<file path="src/rtl/mcu_spi_arbiter.sv">
// MCU SPI bus arbiter: shares one MCU SPI port between the RTC engine and the
// host SPI engine. Ownership is granted per transaction, ties alternate, a
// guard gap keeps nMCUSel high between owners, and illegal chip-select
// activity from a non-owner raises a sticky conflict flag.
//
// state    | meaning
// ---------+--------------------------------------------------------------
// IDLE     | bus free, requests sampled, tie goes to the non-last owner
// RTC_OWN  | RTC engine owns the bus, its signals are routed to the MCU
// HOST_OWN | host engine owns the bus, its signals are routed to the MCU
// GUARD    | bus idle for GUARD_CYCLES cycles, requests ignored
module mcu_spi_arbiter #(
  parameter int GUARD_CYCLES = 2
) (
  input  logic SClk,
  input  logic Reset,
  input  logic RTCReq,
  output logic RTCGrant,
  input  logic RTCnSel,
  input  logic RTCDo,
  input  logic RTCClkRunning,
  input  logic RTCClkStretch,
  output logic RTCDi,
  input  logic HostReq,
  input  logic HostnSel,
  input  logic HostDo,
  input  logic HostClkRunning,
  output logic HostGrant,
  output logic HostDi,
  input  logic SPIMiso,
  output logic SPIMosi,
  output logic nMCUSel,
  output logic SPIClkEn,
  input  logic ErrClear,
  output logic ConflictErr
);

  localparam int CW = (GUARD_CYCLES > 1) ? $clog2(GUARD_CYCLES) : 1;
  localparam logic [CW-1:0] GUARD_LOAD = CW'((GUARD_CYCLES > 0) ? GUARD_CYCLES - 1 : 0);

  typedef enum logic [1:0] {IDLE, RTC_OWN, HOST_OWN, GUARD} state_t;

  state_t          state;
  logic            last_host;
  logic [CW-1:0]   guard_cnt;
  logic            conflict;

  // Ownership FSM with registered grants; grants never see Req combinationally.
  always_ff @(posedge SClk) begin
    if (Reset) begin
      state     <= IDLE;
      last_host <= 1'b1;
      guard_cnt <= '0;
      RTCGrant  <= 1'b0;
      HostGrant <= 1'b0;
    end else begin
      case (state)
        IDLE: begin
          if (RTCReq && (!HostReq || last_host)) begin
            state     <= RTC_OWN;
            last_host <= 1'b0;
            RTCGrant  <= 1'b1;
          end else if (HostReq) begin
            state     <= HOST_OWN;
            last_host <= 1'b1;
            HostGrant <= 1'b1;
          end
        end
        RTC_OWN: begin
          // Release only once the owner has also deasserted its chip select.
          if (!RTCReq && RTCnSel) begin
            RTCGrant <= 1'b0;
            if (GUARD_CYCLES > 0) begin
              state     <= GUARD;
              guard_cnt <= GUARD_LOAD;
            end else begin
              state <= IDLE;
            end
          end
        end
        HOST_OWN: begin
          if (!HostReq && HostnSel) begin
            HostGrant <= 1'b0;
            if (GUARD_CYCLES > 0) begin
              state     <= GUARD;
              guard_cnt <= GUARD_LOAD;
            end else begin
              state <= IDLE;
            end
          end
        end
        GUARD: begin
          if (guard_cnt == '0) state <= IDLE;
          else                 guard_cnt <= guard_cnt - 1'b1;
        end
        default: state <= IDLE;
      endcase
    end
  end

  // Any chip select driven low by a master that does not own the bus.
  always_comb begin
    conflict = 1'b0;
    case (state)
      RTC_OWN:  conflict = !HostnSel;
      HOST_OWN: conflict = !RTCnSel;
      default:  conflict = !RTCnSel || !HostnSel;
    endcase
  end

  // Sticky conflict flag; a fresh conflict takes priority over a clear.
  always_ff @(posedge SClk) begin
    if (Reset)         ConflictErr <= 1'b0;
    else if (conflict) ConflictErr <= 1'b1;
    else if (ErrClear) ConflictErr <= 1'b0;
  end

  // Bus routing from the registered owner state; unowned bus is parked high.
  always_comb begin
    nMCUSel  = 1'b1;
    SPIMosi  = 1'b1;
    SPIClkEn = 1'b0;
    RTCDi    = 1'b1;
    HostDi   = 1'b1;
    case (state)
      RTC_OWN: begin
        nMCUSel  = RTCnSel;
        SPIMosi  = RTCDo;
        SPIClkEn = RTCClkRunning & ~RTCClkStretch;
        RTCDi    = SPIMiso;
      end
      HOST_OWN: begin
        nMCUSel  = HostnSel;
        SPIMosi  = HostDo;
        SPIClkEn = HostClkRunning;
        HostDi   = SPIMiso;
      end
      default: ;
    endcase
  end

endmodule

</file>
<file path="config.mk">
export PLATFORM = sky130hd
export DESIGN_NAME = mcu_spi_arbiter
export DESIGN_NICKNAME = d
export VERILOG_FILES = /design/src/rtl/mcu_spi_arbiter.sv
export SDC_FILE = /design/constraint.sdc
export NUM_CORES = 1
export LEC_CHECK = 0
export CELL_PAD_IN_SITES_DETAIL_PLACEMENT = 0
export CELL_PAD_IN_SITES_GLOBAL_PLACEMENT = 1
export CORE_MARGIN = 5
export CORE_UTILIZATION = 25
export DETAILED_ROUTE_END_ITERATION = 12
export GPL_TIMING_DRIVEN = 0
export HOLD_SLACK_MARGIN = 0.1
export PLACE_DENSITY_LB_ADDON = 0.1
export SLEW_MARGIN = 10
export SYNTH_ARGS = -nofsm -noshare
export SYNTH_HDL_FRONTEND = slang
export SYNTH_SLANG_ARGS = --single-unit
</file>
<file path="constraint.sdc">
create_clock -name SClk -period 2.2 [get_ports SClk]
set_input_delay 0.22 -clock SClk [delete_from_list [all_inputs] [get_ports SClk]]
set_output_delay 0.22 -clock SClk [all_outputs]
set_load 0.01 [all_outputs]
</file>
==> impl_metrics.ini <==
[timing]
fin_tns_setup_ns = 0
final_hold_viol_count = 0
fin_skew_ns = 0.00276
final-max-slew-violation-count = 0
rsz0062_at_grt = no
post-route-min-period_ns = 2.07
relSlewSlack_pct = 81.9
fmax_mhz = 483
tightest_slew_ns = 0.269
setup_violations = 0
holdWs_ns = 0.478
post-route-period-util_pct = 94.1

[placed_design]
gp_congestion = 0.756
dpl.hpwl_um = 1140
placedCellCount = 110
placement.cell_area_um2 = 756
portBuffers = 20

[critical_path]
arrival_ns = 1.85
critPathLaunchType = flip-flop
critical_path.top_delay_family = buffers and inverters
path_class = flip-flop to output port
worst_ep_required_time_ns = 1.98
worstPathCellList = inv_1, ha_4, inv_1, a221o_1, clkdlybuf4s50_1
crit_slowest_cell = clkdlybuf4s50_1
cp_max_fo = 5
crit_top_cell = inv_1
critPathMaxStageDelay_ns = 0.48
r2r_slack_ns = 0.49
end_kind = output port
timing.critical_path.buf_inv = 3

[worst_hold_path]
hp-class = flip-flop to flip-flop

[die]
fp.dieH_um = 55.7
die_w_um = 55.7
num_rows = 16
floorplan.initialDensity_pct = 26.3
dieArea_mm2 = 0.00310
io-pin-count = 21
core-area_mm2 = 0.00198

[synth]
ys_seq_elements = 7
synth.cell_area_um2 = 522
synth_top_cell_by_area = dfxtp_1
synth_warnings = 0
synth_top_area_share_pct = 26.9
syn_inst = 63
synth_area_per_cell_um2 = 8.28
synth_cell_types = 27
synth.area.top_cells = dfxtp_1, ha_1, inv_1
synth_fp_nets = 82
synth_seq_area_share_pct = 26.9

[clock_network]
cts.sinks = 7
cts_tree = yes
cts_made_buffers = 3
path_clk_slew_ns = 0.05
clock_path_buffers = 2
cts_root_buf = clkbuf_4
htreeDepth = 1
hold_buffers = 0
cts_setup_buffers = 0
clock_latency_ns = 0.26

[route]
first_pass_iters = 4
wl_met1_um = 642
wl_um = 1430
drt_iter0_drc = 4
num_vias = 545
top_layer_used = met4
route.met3.wl_um = 85
wl_per_cell_um = 12.6
wl_met2_um = 689
ant_nets = 0
detail_route.vias_per_cell = 4.78
drcViolationCount = 0

[layout]
instances_no_fill = 114
finish.net_count = 107
fin_area_um2 = 800
syn_to_final_growth_pct = 53.2
final_cell_mix = clkdlybuf4s50_1, dfxtp_1, inv_1
final_common_cell = clkdlybuf4s50_1
antennaDiodeCount = 0
drive_gt1_share_pct = 11.5

[power]
power.leakage_nw = 0.327
finalPower_uw = 886
power.density_mw_per_mm2 = 1110
vdd_drop_max_mv = 0.430

[job]
cap_violations = 0

[global_route]
grt_pass1_vias = 534
grt_max_degree = 9
grt_usage_pct = 10.1
grt_overflow = 0
antenna_found_initial = 0
grt_first_pass_wirelength_um = 2500

[run_status]
status = complete, no violations
report_power, final:
| part | switching [mW] | internal, mW | leakage, nW | total (mW) |
|---|---|---|---|---|
| clock network | 0.0510 | 0.0695 | 0.0150 | 0.120 |
| logic | 0.264 | 0.296 | 0.254 | 0.560 |
| registers | 0.0299 | 0.176 | 0.0582 | 0.206 |
| total | 0.345 | 0.541 | 0.327 | 0.886 |
metal layers:
metal | vias up | global-route usage, %
met1 | 251 | 12.0
met3 | 3 | 4.64
met4 | 0 | 3.13
li1 | 279 | -
met5 | - | 0
met2 | 12 | 16.0
kinds of logic after synthesis:
group / after synthesis / share of synthesized area (%)
and+or+nand+nor: 22 / 25.2
AOI/OAI and AO/OA: 21 / 28.5
buffers and inverters: 7 / 5.04
DFF: 7 / 26.9
adders and majority gates: 6 / 14.4
per-stage QoR:
stage	utilization, %	worst slack (ns)
2_1_floorplan	-	0.596
4_1_cts	39.5	0.0312
3_5_place_dp	38.1	0.315
5_1_grt	40.3	0.0234
3_3_place_gp	38.1	0.320
6_report	40.3	0.129
cell usage after synthesis, drive strengths merged:
cell type  instances
o22ai              3
nor3               2
nand2              5
a22o               2
nand3b             2
nand2b             4
nor2b              2
nand3              1
or4                1
inv                7
ha                 6
o21ai              4
o31ai              2
or2                1
a21oi              5
nor2               2
and3               1
a31oi              1
a311oi             1
a221o              1
dfxtp              7
or3                1
o31a               1
o311a              1
cell type report:
type                    instances  area [um^2]
fillers                       203         1180
multi-input cells              49          370
repair buffers                 20          203
flip-flops and latches          7          140
well taps                      27         33.8
clock buffers                   4         26.3
inverters                       7         26.3
tightest hold or removal path: stages (launching register included):
cell and delay [ns]:
dfxtp_1 0.30, o21ai_0 0.06, a21oi_1 0.06
registers in the layout, indices dropped and copies added (netlist names):
signal / cells
last_host: 1
ConflictErr: 1
HostGrant: 1
guard_cnt: 1
state: 2
RTCGrant: 1
path summary, 6_finish.rpt:
path | from | to | cells past startpoint
max | state[1]$_SDFFE_PP0P_ | SPIMosi | 5
min | guard_cnt$_SDFFE_PP0P_ | guard_cnt$_SDFFE_PP0P_ | 2
max reg2reg | state[1]$_SDFFE_PP0P_ | state[1]$_SDFFE_PP0P_ | 5
min reg2reg | guard_cnt$_SDFFE_PP0P_ | guard_cnt$_SDFFE_PP0P_ | 2
what timing repair did:
| action | in CTS | in global routing |
|---|---|---|
| endpoints found under the setup margin | 0 | 3 |
| endpoints found under the hold margin | 0 | 0 |
| resized for setup | 0 | 4 |
Note: power is estimated with default switching activity, not from simulation.
